File: src/rtl/serial_deframer_pkg.sv
// serial_deframer_pkg: shared state type and helpers for the serial deframer
package serial_deframer_pkg;

   typedef enum logic {HUNT, LOCKED} state_e;

   function automatic int cnt_w(input int n);
      return (n > 1) ? $clog2(n) : 1;
   endfunction

   function automatic logic even_par(input logic [63:0] v);
      return ^v;
   endfunction

endpackage

File: src/rtl/deframer_fifo.sv
// deframer_fifo: show-ahead FIFO with wrap-bit pointers, simultaneous push/pop allowed when full
module deframer_fifo #(
   parameter int WIDTH = 8,
   parameter int DEPTH = 4
) (
   input  logic             clk,
   input  logic             rst,
   input  logic             push,
   input  logic [WIDTH-1:0] din,
   output logic             full,
   input  logic             pop,
   output logic [WIDTH-1:0] dout,
   output logic             empty
);

   localparam int AW = $clog2(DEPTH);

   logic [WIDTH-1:0] mem_q [DEPTH];
   logic [AW:0]      wr_q, wr_d, rd_q, rd_d;
   logic             do_push, do_pop;

   assign empty   = (wr_q == rd_q);
   assign full    = (wr_q[AW] != rd_q[AW]) && (wr_q[AW-1:0] == rd_q[AW-1:0]);
   assign do_pop  = pop && !empty;
   assign do_push = push && (!full || pop);
   assign dout    = empty ? '0 : mem_q[rd_q[AW-1:0]];

   // pointer advance
   always_comb begin
      wr_d = do_push ? wr_q + 1'b1 : wr_q;
      rd_d = do_pop ? rd_q + 1'b1 : rd_q;
   end

   // pointer registers, flushed by reset
   always_ff @(posedge clk or negedge rst) begin
      if (!rst) begin
         wr_q <= '0;
         rd_q <= '0;
      end else begin
         wr_q <= wr_d;
         rd_q <= rd_d;
      end
   end

   // storage; contents are never observed while empty so no reset needed
   always_ff @(posedge clk) begin
      if (do_push) mem_q[wr_q[AW-1:0]] <= din;
   end

endmodule

File: src/rtl/serial_deframer.sv
// serial_deframer: sync hunt, MSB-first word packing and output FIFO; optional parity via DEFRAMER_PARITY_EN
module serial_deframer
   import serial_deframer_pkg::*;
#(
   parameter int                  DATA_W       = 8,
   parameter int                  SYNC_LEN     = 8,
   parameter logic [SYNC_LEN-1:0] SYNC_PATTERN = 8'hA5,
   parameter int                  FRAME_WORDS  = 4,
   parameter int                  FIFO_DEPTH   = 4
) (
   input  logic              clk,
   input  logic              rst,
   input  logic              in,
   input  logic              in_en,
   output logic [DATA_W-1:0] out_data,
   output logic              out_valid,
   input  logic              out_ready,
   output logic              locked,
   output logic              overflow,
   output logic              par_err
);

`ifdef DEFRAMER_PARITY_EN
   localparam int BIT_MAX = DATA_W;
   localparam int WSR_W   = DATA_W;
`else
   localparam int BIT_MAX = DATA_W - 1;
   localparam int WSR_W   = DATA_W - 1;
`endif
   localparam int BW = cnt_w(BIT_MAX + 1);
   localparam int WW = cnt_w(FRAME_WORDS);

   state_e              state_q, state_d;
   logic [SYNC_LEN-2:0] sync_q, sync_d;
   logic [WSR_W-1:0]    word_q, word_d;
   logic [BW-1:0]       bit_q, bit_d;
   logic [WW-1:0]       wcnt_q, wcnt_d;
   logic                push_q, push_d;
   logic [DATA_W-1:0]   pdata_q, pdata_d;
   logic                perr_q, perr_d;
   logic                ovf_q, ovf_d;
   logic                full, empty;

   assign locked    = (state_q == LOCKED);
   assign out_valid = !empty;
   assign overflow  = ovf_q;
   assign par_err   = perr_q;

   // hunt/lock FSM and capture path; a completed word is registered so it lands in the FIFO one edge later
   always_comb begin
      state_d = state_q;
      sync_d  = sync_q;
      word_d  = word_q;
      bit_d   = bit_q;
      wcnt_d  = wcnt_q;
      push_d  = 1'b0;
      pdata_d = pdata_q;
      perr_d  = 1'b0;
      ovf_d   = ovf_q | (push_q & full & ~out_ready);
      if (in_en) begin
         if (state_q == HUNT) begin
            sync_d = (SYNC_LEN-1)'({sync_q, in});
            if ({sync_q, in} == SYNC_PATTERN) begin
               state_d = LOCKED;
               bit_d   = '0;
               wcnt_d  = '0;
            end
         end else begin
            bit_d  = bit_q + 1'b1;
            word_d = WSR_W'({word_q, in});
            if (bit_q == BW'(BIT_MAX)) begin
               bit_d  = '0;
               wcnt_d = wcnt_q + 1'b1;
`ifdef DEFRAMER_PARITY_EN
               word_d  = word_q;
               pdata_d = word_q;
               perr_d  = even_par(64'(word_q)) ^ in;
               push_d  = ~perr_d;
`else
               pdata_d = {word_q, in};
               push_d  = 1'b1;
`endif
               if (wcnt_q == WW'(FRAME_WORDS - 1)) begin
                  state_d = HUNT;
                  sync_d  = '0;
                  wcnt_d  = '0;
               end
            end
         end
      end
   end

   // capture-path state, cleared asynchronously so a partial word is discarded
   always_ff @(posedge clk or negedge rst) begin
      if (!rst) begin
         state_q <= HUNT;
         sync_q  <= '0;
         word_q  <= '0;
         bit_q   <= '0;
         wcnt_q  <= '0;
         push_q  <= 1'b0;
         pdata_q <= '0;
         perr_q  <= 1'b0;
         ovf_q   <= 1'b0;
      end else begin
         state_q <= state_d;
         sync_q  <= sync_d;
         word_q  <= word_d;
         bit_q   <= bit_d;
         wcnt_q  <= wcnt_d;
         push_q  <= push_d;
         pdata_q <= pdata_d;
         perr_q  <= perr_d;
         ovf_q   <= ovf_d;
      end
   end

   deframer_fifo #(
      .WIDTH(DATA_W),
      .DEPTH(FIFO_DEPTH)
   ) u_fifo (
      .clk  (clk),
      .rst  (rst),
      .push (push_q),
      .din  (pdata_q),
      .full (full),
      .pop  (out_ready),
      .dout (out_data),
      .empty(empty)
   );

endmodule

File: config.mk
export PLATFORM = sky130hd
export DESIGN_NAME = serial_deframer
export DESIGN_NICKNAME = d
export VERILOG_FILES = /design/src/rtl/serial_deframer_pkg.sv /design/src/rtl/deframer_fifo.sv /design/src/rtl/serial_deframer.sv
export SDC_FILE = /design/constraint.sdc
export NUM_CORES = 1
export LEC_CHECK = 0
export ABC_AREA = 1
export CORE_UTILIZATION = 35
export DETAILED_ROUTE_END_ITERATION = 8
export MAX_ROUTING_LAYER = met4
export PLACE_DENSITY = 0.59
export SLEW_MARGIN = 15
export SYNTH_ARGS = -nofsm -noshare
export SYNTH_HDL_FRONTEND = slang
export SYNTH_SLANG_ARGS = --single-unit
File: constraint.sdc
create_clock -name clk -period 1.9 [get_ports clk]
set_clock_uncertainty 0.15 [all_clocks]
set_input_delay 0.38 -clock clk [delete_from_list [all_inputs] [get_ports clk]]
set_output_delay 0.38 -clock clk [all_outputs]
set_load 0.1 [all_outputs]
After elaboration in Yosys (flattened, before gate mapping)
Memory sizes are Yosys's and may differ from the RTL's. Cells that the tools add are included.

Add/sub/neg operators: 4. Multipliers: 0. Div/mod/pow operators: 0. Order comparisons: 0. Eq/ne operators: 8. Shifts and indexed selects: 0. Muxes and demuxes: 20. Bitwise logic cells: 4. Reductions and logical operators: 12.

Operator list (count): two-way mux 7 bit (3); adder 3 x 1 -> 3 bit (second input constant) (3); two-way mux 1 bit (9); two-way mux 3 bit (3); AND reduction 3 bit (3); equality test 8 bit (second input constant) (1); two-way mux 2 bit (4); two-way mux 8 bit (1); inequality test 2 x 1 -> 1 bit (second input constant) (2); AND reduction 2 bit (2); equality test 3 bit (1); equality test 3 bit (second input constant) (1); logical AND 1 bit (3); adder 2 x 1 -> 2 bit (second input constant) (1); AND 1 bit (2); equality test 2 bit (1); equality test 2 bit (second input constant) (1); zero test 1 bit (2); nonzero test 2 bit (1); logical OR 1 bit (1); inequality test 1 bit (1); NOT 1 bit (1); OR 1 bit (1).

Register bits: 36. Bits in latches: 0. Bits in writable memories: 32. Bits in read-only memories: 0. Input port bits: 5. Output and inout bits: 12. Word-level logic and storage cells: 59. Memories: 1.

Memories: u_fifo.mem_q (depth 4, bits a word 8, read ports 1, clocked after memory_dff 0, write ports 1, line deframer_fifo.sv:18) `logic [WIDTH-1:0] mem_q [DEPTH];`.

Logic depth before layout (Yosys ltp)
Gate-level depths: netlist (run 1).

Depth after elaboration: 7. Gate-level depth with buffers: 9. Mapped depth without buffers: 8.

Cells and area by module
A second synthesis (run 1) with hierarchy kept.

Cell total of the unflattened synthesis: 307. Area, all modules: 3160.5 sq um.

Modules (own cells, without submodules): deframer_fifo (times used 1, cells each 162, area each 1771.7 sq um, seq. area each 1111.1 sq um); serial_deframer (times used 1, cells each 145, area each 1388.8 sq um, seq. area each 750.7 sq um).

Worst setup path after synthesis (run 1)
OpenSTA, ideal clock, no wires.

Path kind: register to output. Start point: reg u_fifo.rd_q[0]. End point: out out_data[0]. Arrival time: 1771 ps. Required time: 1370 ps. Path slack: -401 ps. Stages on the path, launching flop included: 10. Path buffers: 2. Path through: dfrtp_1 > buf_4 > inv_2 > nand2_1 > nand2_1 > nor2_2 > nand2_2 > buf_6 > nand2_1 > inv_1.

Word-level cells in the longest chain between the ends: 2. Elaborated cells on any way between the ends: 3. Those cells by class: 1 x eq/ne; 1 x mux; 1 x memory.

RTL lines: from (decl) (line deframer_fifo.sv:19) `logic [AW:0] wr_q, wr_d, rd_q, rd_d;`; from (signal assigned) (line deframer_fifo.sv:41) `rd_q <= rd_d;`; memory (4 x 8 bit) or equality test 3 bit (tied branches); two-way mux 8 bit (*) (line deframer_fifo.sv:26) `assign dout = empty ? '0 : mem_q[rd_q[AW-1:0]];`; to (decl) (line serial_deframer.sv:15) `output logic [DATA_W-1:0] out_data,`.

Every way passes the cells marked *; elsewhere a longest branch is shown, timed or not.

Worst setup path in the final report (run 1)
Start point: reg u_fifo.rd_q[0]. End point: out out_data[3].

The elaborated chain is that of the path after synthesis.

==> run summary, run 1 <==
Die Wd: 93.9 um
initial antenna violation count: 0
RSZ-0062 raised after global routing: yes
DR vias: 1946
Worst-path clk slew: 0.07 ns
first-pass GRT wire length: 8.92 mm
most numerous cell in the Yosys netlist: nand2_1
layout cells sized above 1: 30.4%
htree depth: 3
final setup fails: 9
clock root buffer master: clkbuf_8
worst path arrival time: 1.66 ns
fin area: 3930 um2
Clock Path Buffers: 2
post-synthesis async set-or-reset flop share: 52.9%
Worst setup SP type: register
clock buffer count from CTS: 9
DRC: 0
Mapped Area: 2950 um2
DP HPWL: 3.50 mm
Core Region: 8180 um2
Synth Flop Type: dfrtp_1
drt first pass iters: 4
Routed wire per std cell: 11.9 um
largest cells by area after synthesis: edfxtp_1 33%, dfrtp_1 30%, nand2_1 9.0%
cell count after synthesis: 285
largest net degree at the start of global routing: 22
critical path fanouts, max: 5
Die Area: 8810 um2
outcome: complete, but fails checks
synthesized net count: 298
Slew Viols, Final: 0
Skew-Pair Late Insertion Delay: 0.34 ns
post-route ant nets: 0
kind of critical path: register to output pin
initial cell density of the core: 36.1%
Nets: 344
Layout area overhead: 32.9%
Die Y: 93.9 um
drt initial violations: 117
Placer Congestion: 0.750
Cell Rows: 33
CP required: 1.37 ns
EDFF count, synth: 32
fin worst setup slack: -0.286 ns
Ports: 17
Vias per Instance: 4.42
max cap viols: 0
vias in the first global route: 1916
share of the synthesized area in the top cell type: 32.5%
Area after DPL: 3560 um2
final wirelength: 5.22 mm
HP Class: register to register
FILL cells: 733
failing checks: setup timing
Tmin final: 2.19 ns
Seq/Total Area, Yosys: 63.0%
Critical Path End Type: output pin
Final Cycle Share: 115%
Avg Synthesized Cell Area: 10.4 um2
leading area contributor after synthesis: edfxtp_1
synth warn: 0
Diodes inserted: 0
Overall Global Routing Usage: 13.9%
Max Freq: 457 MHz
I/O Buffers: 15
distinct cell type count after synthesis: 28
grt ovf: 0
Hold Violations, Final: 0
commonest cells in the netlist: 71 x nand2_1, 36 x dfrtp_1, 36 x inv_1
Sinks on Clock Net: 68
Yosys reg bits: 68
CTS tree: built
## cells in the final DEF (no fill, tap or decap), types with 2 or more instances in the layout
| cell | count |
|---|---|
| dfrtp_2 | 2 |
| clkinv_2 | 2 |
| ha_1 | 8 |
| o22ai_2 | 5 |
| clkinvlp_4 | 8 |
| nand3_1 | 7 |
| o21ai_0 | 16 |
| clkbuf_8 | 9 |
| o21ai_1 | 7 |
| o21ai_2 | 7 |
| buf_4 | 21 |
| o22ai_1 | 10 |
| bufinv_16 | 3 |
| nor2_1 | 24 |
| nand2_2 | 7 |
| inv_4 | 2 |
| inv_2 | 3 |
| edfxtp_1 | 32 |
| nand2_4 | 11 |
| inv_1 | 25 |
| clkdlybuf4s50_1 | 3 |
| nand2_1 | 60 |
| buf_12 | 14 |
| buf_2 | 2 |
| dfrtp_1 | 34 |
## routing by layer
metal	global-route usage (%)	vias up	wire length, um
li1	-	1024	-
met1	17.0	884	2470
met2	20.7	28	2460
met3	4.29	10	180
met4	7.31	0	111
met5	-	-	0
## path summary, 6_finish.rpt
kind,start,to,slack (ns),cells past startpoint
setup / recovery,u_fifo.rd_q[0],out_data[3],-0.29,9
max in group asynchronous,rst,u_fifo.rd_q[0],0.71,3
hold reg to reg,word_q[4],word_q[4],0.34,2
min in group asynchronous,rst,wcnt_q[1],0.38,2
hold / removal,word_q[4],word_q[4],0.34,2
setup reg to reg,u_fifo.rd_q[0],u_fifo.mem_q[0][3],0.15,9
## final cells by class
cell class	count	area (um2)	area share [%]
Sequential cell	68	1860	47.5
Multi-Input combinational cell	171	1000	25.5
Timing Repair Buffer	43	524	13.4
Inverter	38	178	4.53
Tap cell	105	131	3.35
Clock buffer	9	124	3.16
Clock inverter	6	104	2.65
## registers in the layout, indices dropped and copies added, names as in the netlist
register and flops:
sync_q 7, u_fifo.rd_q 3, u_fifo.wr_q 3, bit_q 3, u_fifo.mem_q 32, overflow 1, wcnt_q 2, word_q 7
locked 1, push_q 1, pdata_q 8
## critical path, cell delays in order, from the launching register on
cell	delay, ns
dfrtp_2	0.44
inv_4	0.06
nand2_2	0.06
nand2_2	0.06
nor2_4	0.14
nand2_4	0.09
clkbuf_16	0.17
nand2_4	0.06
clkinvlp_4	0.09
buf_12	0.17
## metrics by stage
step / hold WS, ns / worst slack (ns) / std cells / utilization, % / TNS (ns)
after CTS: 0.344 / -0.316 / 438 / 47.0 / -2.75
after global placement: 0.210 / 0.0387 / 416 / 43.5 / 0
final: 0.335 / -0.286 / 440 / 48.0 / -2.48
after global routing: 0.360 / -0.378 / 440 / 48.0 / -3.33
after detailed placement: 0.221 / 0.0346 / 416 / 43.5 / 0
after floorplan: -0.0656 / -0.157 / 285 / - / -1.26
## cells by family after synthesis
| kind of cell | Yosys count | share of synthesized area [%] |
|---|---|---|
| buffers and inverters | 46 | 6.82 |
| xor gates and xnor gates | 1 | 0.297 |
| other | 1 | 0.127 |
| DFF | 68 | 63.0 |
| AOI/OAI and AO/OA | 48 | 9.87 |
| and+or+nand+nor | 113 | 16.5 |
| adders and majority gates | 8 | 3.39 |
## repair_timing
action,4_1_cts,5_1_grt
setup endpoints to repair,9,9
endpoints found under the hold margin,19,0
hold buffers,1,0
gates resized for setup,2,20
cloned,1,1
pin swaps,2,6
buffers inserted,5,1
Power of run 1 is not shown: default switching activity piles up to over one toggle a cycle in this logic, so the estimate is an artifact.
==> run 2: changes to the inputs <==
- DONT_BUFFER_PORTS: default -> 1
- PLACE_DENSITY: 0.59 -> 0.57
==> run summary, run 2 (synthesis results as in run 1) <==
post-route ant nets: 0 (unchanged)
Critical Path End Type: output pin (unchanged)
commonest non-fill, non-tap cell in the layout: nand2_1 (unchanged)
fin area: 3850 um2 (was 3930 um2)
DP HPWL: 3.44 mm (was 3.50 mm)
Vias per Instance: 4.49 (was 4.42)
Placer Congestion: 0.710 (was 0.750)
Core Region: 8180 um2 (unchanged)
Worst path max stage delay: 0.46 ns (was 0.44 ns)
max FFs per register: 32 (unchanged)
Slew Viols, Final: 0 (unchanged)
commonest non-fill, non-tap cells in the layout: 60 x nand2_1, 34 x dfrtp_1, 32 x edfxtp_1, 26 x inv_1, 24 x nor2_1 (was 60 x nand2_1, 34 x dfrtp_1, 32 x edfxtp_1, 25 x inv_1, 24 x nor2_1)
cells along the critical path: inv_4, buf_12, o21ai_0, o22ai_1, nand2_4, clkinvlp_4, buf_12 (was inv_4, nand2_2, nand2_2, nor2_4, nand2_4, clkbuf_16, nand2_4, clkinvlp_4, buf_12)
worst path arrival time: 1.65 ns (was 1.66 ns)
Overall Global Routing Usage: 13.9% (about the same)
reg2reg start: u_fifo.rd_q[0] (unchanged)
initial cell density of the core: 36.1% (unchanged)
Max Freq: 459 MHz (was 457 MHz)
hold endpoint: u_fifo.rd_q[1] (was word_q[4])
final wirelength: 5.23 mm (was 5.22 mm)
Worst setup SP type: register (unchanged)
first-pass GRT wire length: 8.83 mm (was 8.92 mm)
drt initial violations: 78 (was 117)
crit path buf inv count: 4 (unchanged)
Final Cycle Share: 115% (about the same)
Cell Rows: 33 (unchanged)
Crit-path slowest cell: dfrtp_2 (unchanged)
hold_ws: 0.0375 ns (was 0.335 ns)
Skew-Pair Late Insertion Delay: 0.34 ns (about the same)
vias in the first global route: 1826 (was 1916)
Nets: 333 (was 344)
drt first pass iters: 4 (unchanged)
Top delay family on crit path: flip-flops (was buffers and inverters)
RSZ-0062 raised after global routing: yes (unchanged)
Die Y: 93.9 um (unchanged)
cells on worst reg2reg path: 9 (unchanged)
fin worst setup slack: -0.277 ns (was -0.286 ns)
grt ovf: 0 (unchanged)
Routed wire per std cell: 12.2 um (was 11.9 um)
max cap viols: 0 (unchanged)
layout cells sized above 1: 29.5% (was 30.4%)
outcome: complete, but fails checks (unchanged)
kind of critical path: register to output pin (unchanged)
Hold Violations, Final: 0 (unchanged)
Clock Path Buffers: 2 (unchanged)
critical path fanouts, max: 16 (was 5)
Diodes inserted: 0 (unchanged)
final setup fails: 9 (unchanged)
total negative slack: -2.30 ns (was -2.48 ns)
Die Area: 8810 um2 (unchanged)
Die Wd: 93.9 um (unchanged)
htree depth: 3 (unchanged)
Layout area overhead: 30.4% (was 32.9%)
I/O Buffers: 0 (was 15)
worst hold path depth: 2 (unchanged)
FF-to-FF setup slack: 0.11 ns (was 0.15 ns)
Area after DPL: 3440 um2 (was 3560 um2)
DRC: 0 (unchanged)
HP Class: input port to register (was register to register)
CTS tree: built (unchanged)
Worst R2R End: u_fifo.mem_q[2][7] (was u_fifo.mem_q[0][3])
Worst-path clk slew: 0.07 ns (about the same)
clock root buffer master: clkbuf_8 (unchanged)
crit-path most repeated cell: buf_12
clock buffer count from CTS: 9 (unchanged)
Ports: 17 (unchanged)
DR vias: 1929 (was 1946)
initial antenna violation count: 0 (unchanged)
failing checks: setup timing (unchanged)
Sinks on Clock Net: 68 (unchanged)
CP required: 1.37 ns (about the same)
min-delay src: out_ready (was word_q[4])
Tmin final: 2.18 ns (was 2.19 ns)
largest net degree at the start of global routing: 37 (was 22)
run 2: cell types whose count changed in the layout (fill, tap and decap cells not counted), sizes merged:
cell           change
clkdlybuf4s50      -3
buf                -8
inv                +2
bufinv             -1
run 2: how the worst max path moves through the flow:
| stage | cells after the start | slack (ns) | from | to |
|---|---|---|---|---|
| after floorplan | 9 | -0.16 | u_fifo.rd_q[0] | out_data[0] |
| after global placement | 6 | 0.06 | u_fifo.rd_q[0] | out_data[4] |
| after detailed placement | 6 | 0.04 | u_fifo.rd_q[0] | out_data[2] |
| after CTS | 7 | -0.30 | u_fifo.rd_q[0] | out_data[2] |
| after global routing | 9 | -0.37 | u_fifo.wr_q[0] | out_data[2] |
| final | 7 | -0.28 | u_fifo.rd_q[0] | out_data[3] |
run 2: per-layer routing:
metal  routed length [um]  vias to the layer above  track usage, %
li1                     -                     1005               -
met1                 2600                      890            18.2
met3                  157                        6            4.13
met4                   78                        0            6.54
met2                 2400                       28            19.6
met5                    0                        -               -
run 2: layout make-up:
class | count | area, um2
Inverter | 38 | 178
Fill cell | 762 | 4320
Timing Repair Buffer | 32 | 444
Multi-Input combinational cell | 171 | 1010
Clock inverter | 7 | 98.8
Clock buffer | 9 | 124
Sequential cell | 68 | 1860
Tap cell | 105 | 131
run 2: per-stage QoR:
stage,utilization (%),setup slack [ns],cells
2_1_floorplan,-,-0.157,285
3_5_place_dp,42.1,0.0381,406
5_1_grt,47.1,-0.375,430
6_report,47.1,-0.277,430
3_3_place_gp,42.1,0.0555,406
4_1_cts,46.1,-0.298,427
run 2: what timing repair did:
| item | CTS | global route |
|---|---|---|
| gates cloned | 1 | 1 |
| pin swaps | 2 | 6 |
| endpoints found under the setup margin | 9 | 11 |
| gates resized for setup | 12 | 11 |
| hold endpoints to repair | 36 | 0 |
| buffers inserted | 2 | 2 |
| hold buffers | 2 | 0 |
Power of run 2 is left out for the same reason.
==> run 3: changes to the inputs <==
- ABC_AREA: 1 -> default
- PLACE_DENSITY: 0.57 -> 0.63
==> run summary, run 3 <==
outcome: complete, but fails checks (unchanged)
failing checks: setup timing (unchanged)
Tmin final: 2.28 ns (was 2.18 ns)
commonest non-fill, non-tap cell in the layout: dfrtp_1 (was nand2_1)
clock buffer count from CTS: 9 (unchanged)
Clock Path Buffers: 2 (unchanged)
Sinks on Clock Net: 68 (unchanged)
cell count after synthesis: 184 (was 285)
fin worst setup slack: -0.381 ns (was -0.277 ns)
Placer Congestion: 0.688 (was 0.710)
largest net degree at the start of global routing: 37 (unchanged)
Avg Synthesized Cell Area: 16.0 um2 (was 10.4 um2)
worst vdd ir: 672 uV
DP HPWL: 3.07 mm (was 3.44 mm)
total power: 6.11 mW
Worst-path clk slew: 0.07 ns (about the same)
Layout area overhead: 26.7% (was 30.4%)
kind of critical path: register to output pin (unchanged)
FILL cells: 732 (was 762)
Critical Path End Type: output pin (unchanged)
crit-path most repeated cell: buf_12 (unchanged)
hold_ws: 0.0269 ns (was 0.0375 ns)
hold endpoint: sync_q[0] (was u_fifo.rd_q[1])
Max Freq: 438 MHz (was 459 MHz)
Die Y: 93.6 um (was 93.9 um)
pwr/cell area: 1640 nW/um2
Mapped Area: 2940 um2 (was 2950 um2)
Die Wd: 93.6 um (was 93.9 um)
critical path fanouts, max: 10 (was 16)
clock root buffer master: clkbuf_8 (unchanged)
drt first pass iters: 4 (unchanged)
commonest cells in the netlist: 36 x dfrtp_1, 32 x edfxtp_1, 17 x mux2_2 (was 71 x nand2_1, 36 x dfrtp_1, 36 x inv_1)
max cap viols: 0 (unchanged)
total negative slack: -7.30 ns (was -2.30 ns)
Yosys reg bits: 68 (unchanged)
largest family of logic cells by synthesized area: multiplexers (was simple AND/OR/NAND/NOR gates)
reg2reg start: u_fifo.rd_q[0] (unchanged)
Worst setup SP type: register (unchanged)
Routed wire per std cell: 14.2 um (was 12.2 um)
post-synthesis async set-or-reset flop share: 52.9% (unchanged)
commonest non-fill, non-tap cells in the layout: 33 x dfrtp_1, 32 x edfxtp_1, 17 x buf_4, 16 x mux2_2, 11 x inv_1 (was 60 x nand2_1, 34 x dfrtp_1, 32 x edfxtp_1, 26 x inv_1, 24 x nor2_1)
Final Cycle Share: 120% (was 115%)
initial antenna violation count: 0 (unchanged)
leading area contributor after synthesis: edfxtp_1 (unchanged)
most numerous cell in the Yosys netlist: dfrtp_1 (was nand2_1)
Compound-Gate Fraction of Synth Area: 6.56% (was 9.87%)
FF-to-FF setup slack: -0.13 ns (was 0.11 ns)
max FFs per register: 32 (unchanged)
Cell Rows: 33 (unchanged)
Die Area: 8760 um2 (was 8810 um2)
synthesized net count: 197 (was 298)
vias in the first global route: 1648 (was 1826)
leakage: 1.56 nW
Crit-path slowest cell: mux4_1 (was dfrtp_2)
Slew Viols, Final: 0 (unchanged)
Nets: 233 (was 333)
cells along the critical path: buf_12, mux4_1, nor2b_2, buf_12 (was inv_4, buf_12, o21ai_0, o22ai_1, nand2_4, clkinvlp_4, buf_12)
CP required: 1.37 ns (about the same)
Seq/Total Area, Yosys: 63.4% (was 63.0%)
cells on worst reg2reg path: 5 (was 9)
drt initial violations: 113 (was 78)
Diodes inserted: 0 (unchanged)
htree depth: 3 (unchanged)
Synth Area in Adders: 3.41% (was 3.39%)
grt ovf: 0 (unchanged)
DR vias: 1607 (was 1929)
mux share of post-synthesis cell area: 13.7% (was 0%)
layout cells sized above 1: 36.9% (was 29.5%)
Hold Violations, Final: 0 (unchanged)
DRC: 0 (unchanged)
Worst path max stage delay: 0.54 ns (was 0.46 ns)
I/O Buffers: 0 (unchanged)
min-delay src: in (was out_ready)
HP Class: input port to register (unchanged)
Overall Global Routing Usage: 13.0% (was 13.9%)
worst path arrival time: 1.75 ns (was 1.65 ns)
xor/xnor cell area share of the yosys netlist: 2.73% (was 0.296%)
Post-Synth Simple-Gate Area: 7.41% (was 16.5%)
distinct cell type count after synthesis: 40 (was 28)
worst hold path depth: 1 (was 2)
synth warn: 0 (unchanged)
final wirelength: 4.69 mm (was 5.23 mm)
Core Region: 8180 um2 (unchanged)
post-route ant nets: 0 (unchanged)
RSZ-0062 raised after global routing: yes (unchanged)
largest cells by area after synthesis: edfxtp_1 33%, dfrtp_1 31%, mux4_1 7.2% (was edfxtp_1 33%, dfrtp_1 30%, nand2_1 9.0%)
first-pass GRT wire length: 8.10 mm (was 8.83 mm)
share of the synthesized area in the top cell type: 32.7% (was 32.5%)
CTS tree: built (unchanged)
Worst R2R End: u_fifo.mem_q[3][0] (was u_fifo.mem_q[2][7])
Ports: 17 (unchanged)
Vias per Instance: 4.87 (was 4.49)
EDFF count, synth: 32 (unchanged)
Skew-Pair Late Insertion Delay: 0.34 ns (about the same)
initial cell density of the core: 35.9% (was 36.1%)
final setup fails: 43 (was 9)
Synth Flop Type: dfrtp_1 (unchanged)
-- run 3: cell families (layout without fill, tap and decap cells) --
logic type,count (synthesis),in the layout
flip-flops,68,68
buffers and inverters,16,57
AND/OR/NAND/NOR,33,33
AO/OA/AOI/OAI,26,26
other,1,1
adder cells (fa/ha/maj),8,8
multiplexers,25,25
XOR/XNOR,7,7
-- run 3: worst max-delay path: cells and delay by family, from the launching register on --
kind | cells | cell delay [ns]
mux | 1 | 0.54
flops | 1 | 0.38
buf+inv | 2 | 0.32
simple gates | 1 | 0.18
-- run 3: report_power, final --
part | total, mW | switching [mW] | internal [mW] | leakage, nW
logic | 2.98 | 1.78 | 1.19 | 0.710
clock network | 1.36 | 0.572 | 0.786 | 0.117
registers | 1.78 | 0.115 | 1.66 | 0.728
-- run 3: stage by stage --
| stage | area [um2] | setup slack [ns] | std cells | utilization, % |
|---|---|---|---|---|
| detailed placement | 3390 | -0.0803 | 307 | 41.4 |
| finish | 3720 | -0.381 | 330 | 45.5 |
| floorplan | 3010 | -0.317 | 184 | - |
| CTS | 3680 | -0.412 | 328 | 45.0 |
| global route | 3720 | -0.445 | 330 | 45.5 |
| global placement | 3390 | -0.0555 | 307 | 41.4 |
-- run 3: area by class of cell --
class	instances	area (um2)	area share [%]
Inverter	11	41.3	1.11
Timing Repair Buffer	30	360	9.68
Clock inverter	6	95.1	2.56
Clock buffer	10	138	3.70
Tap cell	105	131	3.53
Multi-Input combinational cell	100	1090	29.3
Sequential cell	68	1870	50.1
-- run 3: how the worst max path moves through the flow --
stage | start | end | slack (ns) | depth (start not counted)
CTS | u_fifo.rd_q[0] | out_data[5] | -0.41 | 4
global route | u_fifo.rd_q[0] | out_data[6] | -0.44 | 4
finish | u_fifo.rd_q[0] | out_data[4] | -0.38 | 4
global placement | u_fifo.rd_q[0] | out_data[3] | -0.06 | 4
floorplan | u_fifo.rd_q[1] | out_data[0] | -0.32 | 4
detailed placement | u_fifo.rd_q[0] | out_data[3] | -0.08 | 4
-- run 3: repair_timing --
action	CTS	global route
hold buffers	2	0
gates resized for setup	5	4
endpoints found under the setup margin	41	44
pin swaps	3	1
endpoints found under the hold margin	36	0
setup buffers	3	2
-- run 3: per-layer routing --
layer  part of all wire (%)  track usage (%)
met5                      0                -
met4                    2.2             7.31
met3                    4.1             3.74
met2                     46             19.6
met1                     47             15.8
No activity file was read; power rests on OpenSTA's default activity.
